**config.mk**
```make
export PLATFORM = sky130hd
export DESIGN_NAME = led_frame_sequencer
export DESIGN_NICKNAME = d
export VERILOG_FILES = /design/src/rtl/led_pkg.sv /design/src/rtl/led_init_rom.sv /design/src/rtl/led_frame_sequencer.sv
export SDC_FILE = /design/constraint.sdc
export NUM_CORES = 1
export LEC_CHECK = 0
export CORE_ASPECT_RATIO = 1.4
export CORE_MARGIN = 5
export CORE_UTILIZATION = 45
export CTS_CLUSTER_DIAMETER = 150
export DETAILED_ROUTE_END_ITERATION = 12
export GPL_TIMING_DRIVEN = 0
export PLACE_DENSITY = 0.67
export SLEW_MARGIN = 20
export SYNTH_ARGS = -nofsm -noshare
export SYNTH_HDL_FRONTEND = slang
export SYNTH_SLANG_ARGS = --single-unit
```
**constraint.sdc**
```tcl
create_clock -name i_Clk -period 8.6 [get_ports i_Clk]
set_input_delay 1.29 -clock i_Clk [delete_from_list [all_inputs] [get_ports i_Clk]]
set_output_delay 1.29 -clock i_Clk [all_outputs]
set_load 0.01 [all_outputs]
```
**src/rtl/led_pkg.sv**
```systemverilog
// Shared definitions for the LED frame sequencer: MAX7219 register map and FSM encodings.
package led_pkg;

  localparam logic [7:0] REG_SHUTDOWN  = 8'h0C;
  localparam logic [7:0] REG_DECODE    = 8'h09;
  localparam logic [7:0] REG_INTENSITY = 8'h0A;
  localparam logic [7:0] REG_SCANLIM   = 8'h0B;
  localparam logic [7:0] REG_TEST      = 8'h0F;

  typedef enum logic [2:0] {
    S_INIT_ADDR = 3'd0,
    S_INIT_DATA = 3'd1,
    S_HOLD      = 3'd2,
    S_IDLE      = 3'd3,
    S_ROW_ADDR  = 3'd4,
    S_ROW_DATA  = 3'd5,
    S_DONE      = 3'd6
  } state_t;

endpackage

```
**src/rtl/led_init_rom.sv**
```systemverilog
// Init command list for the MAX7219: index -> {register, data}, flagging the final entry.
module led_init_rom
  import led_pkg::*;
#(
  parameter logic [3:0] INTENSITY  = 4'h8,
  parameter logic [2:0] SCAN_LIMIT = 3'd7
) (
  input  logic [2:0] idx,
  output logic [7:0] addr,
  output logic [7:0] data,
  output logic       last
);

  always_comb begin
    addr = 8'h00;
    data = 8'h00;
    last = 1'b0;
    case (idx)
      3'd0: begin addr = REG_SHUTDOWN;  data = 8'h01; end
      3'd1: begin addr = REG_DECODE;    data = 8'h00; end
      3'd2: begin addr = REG_INTENSITY; data = {4'h0, INTENSITY}; end
      3'd3: begin addr = REG_SCANLIM;   data = {5'h00, SCAN_LIMIT}; end
      3'd4: begin addr = REG_TEST;      data = 8'h00; last = 1'b1; end
      default: last = 1'b1;
    endcase
  end

endmodule

```
**src/rtl/led_frame_sequencer.sv**
```systemverilog
// Feeds an SPI master with MAX7219 {register, data} pairs: one-time init, then one pair per
// display row for each accepted frame. Valid/ready: a byte is issued (o_TX_DV) only in a cycle
// where i_TX_Ready is high; the following cycle ignores ready because the master drops it late.
module led_frame_sequencer
  import led_pkg::*;
#(
  parameter logic [3:0] INTENSITY  = 4'h8,
  parameter logic [2:0] SCAN_LIMIT = 3'd7,
  parameter int         NUM_ROWS   = 8
) (
  input  logic        i_Clk,
  input  logic        i_Rst,
  input  logic [63:0] i_Frame,
  input  logic        i_Frame_DV,
  output logic [1:0]  o_TX_Count,
  output logic [7:0]  o_TX_Byte,
  output logic        o_TX_DV,
  input  logic        i_TX_Ready,
  output logic        o_Init_Done,
  output logic        o_Busy,
  output logic        o_Frame_Done
);

  localparam logic [2:0] LAST_ROW = 3'(NUM_ROWS - 1);

  state_t      state_q, state_d;
  state_t      hold_q, hold_d;
  logic [2:0]  idx_q;
  logic [2:0]  row_q;
  logic [7:0]  byte_q;
  logic        init_done_q;
  logic        pending_q;
  logic [63:0] pending_frame_q;
  logic [63:0] active_q;

  logic        issue;
  logic [7:0]  issue_byte;
  logic        idx_inc;
  logic        row_inc;
  logic        pickup;

  logic [7:0]  rom_addr;
  logic [7:0]  rom_data;
  logic        rom_last;

  led_init_rom #(
    .INTENSITY  (INTENSITY),
    .SCAN_LIMIT (SCAN_LIMIT)
  ) u_rom (
    .idx  (idx_q),
    .addr (rom_addr),
    .data (rom_data),
    .last (rom_last)
  );

  always_comb begin
    state_d    = state_q;
    hold_d     = hold_q;
    issue      = 1'b0;
    issue_byte = byte_q;
    idx_inc    = 1'b0;
    row_inc    = 1'b0;
    pickup     = 1'b0;
    case (state_q)
      S_INIT_ADDR: if (i_TX_Ready) begin
        issue      = 1'b1;
        issue_byte = rom_addr;
        state_d    = S_HOLD;
        hold_d     = S_INIT_DATA;
      end
      S_INIT_DATA: if (i_TX_Ready) begin
        issue      = 1'b1;
        issue_byte = rom_data;
        state_d    = S_HOLD;
        hold_d     = rom_last ? S_IDLE : S_INIT_ADDR;
        idx_inc    = ~rom_last;
      end
      S_HOLD: state_d = hold_q;
      // A strobe arriving in the pickup cycle is taken directly, bypassing the pending reg.
      S_IDLE: if (init_done_q && (pending_q || i_Frame_DV)) begin
        pickup  = 1'b1;
        state_d = S_ROW_ADDR;
      end
      S_ROW_ADDR: if (i_TX_Ready) begin
        issue      = 1'b1;
        issue_byte = {5'b00000, row_q} + 8'd1;
        state_d    = S_HOLD;
        hold_d     = S_ROW_DATA;
      end
      S_ROW_DATA: if (i_TX_Ready) begin
        issue      = 1'b1;
        issue_byte = active_q[{row_q, 3'b000} +: 8];
        state_d    = S_HOLD;
        hold_d     = (row_q == LAST_ROW) ? S_DONE : S_ROW_ADDR;
        row_inc    = (row_q != LAST_ROW);
      end
      S_DONE:  state_d = S_IDLE;
      default: state_d = S_INIT_ADDR;
    endcase
  end

  always_ff @(posedge i_Clk or posedge i_Rst) begin
    if (i_Rst) begin
      state_q         <= S_INIT_ADDR;
      hold_q          <= S_INIT_ADDR;
      idx_q           <= 3'd0;
      row_q           <= 3'd0;
      byte_q          <= 8'h00;
      init_done_q     <= 1'b0;
      pending_q       <= 1'b0;
      pending_frame_q <= 64'h0;
      active_q        <= 64'h0;
    end else begin
      state_q <= state_d;
      hold_q  <= hold_d;
      if (issue) byte_q <= issue_byte;
      if (idx_inc) idx_q <= idx_q + 3'd1;
      if (pickup) row_q <= 3'd0;
      else if (row_inc) row_q <= row_q + 3'd1;
      if (state_q == S_HOLD && hold_q == S_IDLE) init_done_q <= 1'b1;
      if (i_Frame_DV) pending_frame_q <= i_Frame;
      if (pickup) begin
        active_q  <= i_Frame_DV ? i_Frame : pending_frame_q;
        pending_q <= 1'b0;
      end else if (i_Frame_DV) begin
        pending_q <= 1'b1;
      end
    end
  end

  // Issue is combinational from ready, so reset must gate it to drop DV in the same cycle.
  assign o_TX_Count   = 2'd2;
  assign o_TX_DV      = issue & ~i_Rst;
  assign o_TX_Byte    = (issue & ~i_Rst) ? issue_byte : byte_q;
  assign o_Init_Done  = init_done_q;
  assign o_Busy       = ~i_Rst & ~((state_q == S_IDLE) & ~pending_q);
  assign o_Frame_Done = (state_q == S_DONE);

endmodule

```
==> run_results.csv <==
group,metric,value,unit
timing,grt_setup_unrepaired,"false",
clocking,clk_transition_reported_paths,0.06,ns
finish,nNetsFinal,646,
pwr,pwr-share-comb,0.307,
clocking,clock-root-buffer,"clkbuf_16",
placement,placed_instance_count,744,
drt,ant_nets,0,
drt,detailedRoute.firstPassIterationCount,4,
die,die_y,155,microns
clocking,number_of_buffers_added_to_fix_hold_violations_after_cts,0,
yosys,postSynth.topFlopCell,"dfrtp_1",
pwr,leakage_power_total,3.63,nW
clocking,cts_inserted_buffers,17,
clocking,tritoncts,"yes",
drt,drt_iter0_drc,145,
worst_setup_path,critPathCaptureType,"output pin",
finish,area.growth.synth_to_final,24.1,%
run,max-cap-violations,0,
die,placement_rows,53,
drt,wirelength,14.8,mm
worst_setup_path,cp.required,7.31,ns
timing,final-max-slew-violation-count,0,
timing,setup-tns-final,0,ns
yosys,syn-num-nets,547,
yosys,synth-seq-area-share,0.558,
finish,n_antenna_cell,0,
global_routing,first_global_vias,4585,
pwr,seq_power_share,0.411,
finish,final_core_utilization,0.563,
pwr,net-switching-power,0.743,mW
global_routing,first_pass_grt_wire_length,24.2,mm
timing,fin_worst_skew,0.00837,ns
finish,multi_input_area,2710,sq um
worst_setup_path,critPathArrivalTime,3.97,ns
drt,dr.max_layer_used,"met4",
finish,final_cell_count_no_fill,775,
yosys,yosys_warnings,0,
global_routing,total_routing_usage_gr,0.179,
die,core_region_area,14900,sq um
worst_setup_path,timing.critical_path.slowest_stage_cell,"clkdlybuf4s50_1",
timing,report.final.hold_viol_count,0,
worst_setup_path,worstSetupStartpointType,"primary input",
min_path,launch_instance_of_the_worst_min_delay_path,"byte_q[6]$_DFFE_PP0P_",
timing,post-route-worst-setup-slack,3.34,ns
pwr,finalPower,2.49,mW
global_routing,overflow,0,
drt,wl_met1,6.16,mm
pwr,power.share.switching,0.298,
placement,detailedPlace.worstSlack,3.24,ns
drt,met3WireLength,515,microns
worst_setup_path,critPathLaunch,"i_Rst",
drt,met2_wl,7.86,mm
drt,route.detailed.drc,0,
worst_setup_path,critical_path_buf_inv_count,5,
yosys,postSynthAreaPerCell,14.3,sq um
drt,avg_vias_per_cell,5.34,
worst_setup_path,timing.critical_path.cells,"clkdlybuf4s50_1 > inv_8 > buf_16 > nand3_1 > clkinv_1 > nor2_1 > a21oi_1 > clkdlybuf4s50_1",
drt,wire_per_inst,19.2,microns
yosys,synth-seq-cells,150,
finish,num-fill-cells,1250,
clocking,clock_tree_sinks,150,
clocking,ctsHtreeMaxLevel,4,
placement,post-dp-hpwl,10.6,mm
die,dieArea,17500,sq um
worst_setup_path,timing.critical_path.max_delay_family,"buffers and inverters",
global_routing,number_of_antenna_violations_at_the_first_check_in_global_routing,0,
timing,timing.max_slew.rel_slack,0.471,
pwr,vdd.ir_drop.worst,0.000129,V
worst_setup_path,most_used_cell_along_the_critical_path,"clkdlybuf4s50_1",
pwr,total_power_divided_by_cell_area,298,nW/um^2
yosys,synthesis.area,6730,sq um
pwr,p_int,1.75,mW
timing,post-route-period-util,0.611,
timing,setup_viol_count_final,0,
drt,detailroute.via_count,4139,
min_path,hp-class,"reg -> reg",
yosys,synth-edff-count,0,
clocking,clk-insertion-delay-late,0.42,ns
finish,layout.area.seq,3750,sq um
placement,io_buffer_count,79,
timing,worst_pin_slew,0.793,ns
timing,final.min_clock_period,5.26,ns
worst_setup_path,crit-reg2reg-launch,"idx_q[0]$_DFFE_PP0P_",
clocking,cts.repair_timing.setup_buffer_count,0,
placement,gp_routability_congestion,0.813,
die,fp.dieW,113,microns
timing,fmax,0.190,GHz
yosys,syn-instance-count,472,
worst_setup_path,worst-setup-path-type,"in -> out",
worst_setup_path,critPathMaxFanout,94,
die,io_pins,82,
status,status,"finished clean",
clocking,clock_path_buffers,2,
clocking,cts.repair.resized,0,
worst_setup_path,timing.critical_path.slowest_cell_delay,0.57,ns
yosys,synthArstFlopShare,1.00,
finish,drive_above_1_share,0.350,
yosys,synth.lib_cells_used.distinct,50,
pwr,power_frac_clock,0.282,
die,floorplan.initialDensity,0.453,
global_routing,grt_max_degree,95,
==> cells in the final DEF (no fill, tap or decap), drive strengths merged, types with 6 or more instances in the layout <==
cell type / Yosys / layout
a21oi: 13 / 13
a31oi: 7 / 7
buf: 19 / 20
clkbuf: 11 / 31
clkdlybuf4s50: 0 / 79
clkinvlp: 0 / 6
dfrtp: 150 / 150
ha: 7 / 7
inv: 9 / 10
mux2: 132 / 132
mux4: 16 / 16
nand2: 22 / 22
nand2b: 8 / 8
nor2: 16 / 16
o21ai: 13 / 13
==> metrics by stage <==
step	cell area [sq um]	hold slack, ns
final	8360	0.479
after global routing	8360	0.489
after CTS	8360	0.480
after detailed placement	7800	0.470
after global placement	7760	0.459
after floorplan	6730	0.450
==> per-layer routing <==
layer  GRT usage  vias to the layer above
met5           0                        -
met3      0.0384                       24
met1       0.220                     2128
li1            -                     1899
met4      0.0578                        0
met2       0.313                       88
==> state kept, by name (all words and copies together) (netlist names) <==
register	cells
state_q	3
pending_frame_q	64
row_q	3
pending_q	1
idx_q	3
hold_q	3
o_Init_Done	1
byte_q	8
active_q	64
==> synthesized netlist by cell type, types with 3 or more instances <==
library cell,count,share of area
a21o_1,5,0.0056
a21oi_1,13,0.0097
a22o_1,5,0.0065
a31oi_1,7,0.0065
buf_2,10,0.0074
buf_4,3,0.0033
buf_6,5,0.0084
clkbuf_1,6,0.0033
clkbuf_8,4,0.0082
dfrtp_1,150,0.56
ha_1,7,0.013
inv_1,9,0.0050
mux2_2,132,0.22
mux2i_1,5,0.0074
mux4_1,6,0.023
mux4_2,10,0.033
nand2_1,22,0.012
nand2b_1,8,0.0074
nor2_1,15,0.0084
o21ai_0,12,0.0089
==> layout make-up <==
class,instances,share of cell area
Buffer,30,0.0277
Clock buffer,20,0.0546
Clock inverter,11,0.0123
Inverter,10,0.00539
Multi-Input combinational cell,282,0.324
Sequential cell,150,0.449
Tap cell,192,0.0287
Timing Repair Buffer,80,0.0979
==> power by group through the flow <==
stage / sequential [mW] / combinational [mW] / clock [mW]
5_1_grt: 1.05 / 0.835 / 0.745
2_1_floorplan: 0.995 / 0.566 / 0
3_3_place_gp: 1.02 / 0.746 / 0
3_5_place_dp: 1.04 / 0.771 / 0
6_report: 1.02 / 0.764 / 0.703
4_1_cts: 1.02 / 0.776 / 0.714
==> path summary, 6_finish.rpt <==
| path | to | slack, ns | cells past startpoint |
|---|---|---|---|
| worst max-delay path | o_TX_Byte[2] | 3.34 | 8 |
| worst min-delay path | byte_q[6]$_DFFE_PP0P_ | 0.48 | 1 |
| worst max register to register | byte_q[0]$_DFFE_PP0P_ | 6.76 | 7 |
| worst min register to register | byte_q[6]$_DFFE_PP0P_ | 0.48 | 1 |
| max in group asynchronous | active_q[12]$_DFFE_PP0P_ | 6.47 | 3 |
| min in group asynchronous | pending_q$_DFFE_PP0P_ | 1.32 | 2 |
==> kinds of logic (layout without fill, tap and decap cells) <==
group,count (synthesis),count (layout),synth area share
mux,153,153,0.285
flops,150,150,0.558
simple gates,62,62,0.0461
compound gates,57,57,0.0559
buf+inv,40,151,0.0400
fa+ha+maj,7,7,0.0130
other cells,2,2,0.00112
xor+xnor,1,1,0.00130
Power figures use the tool's default switching activity.
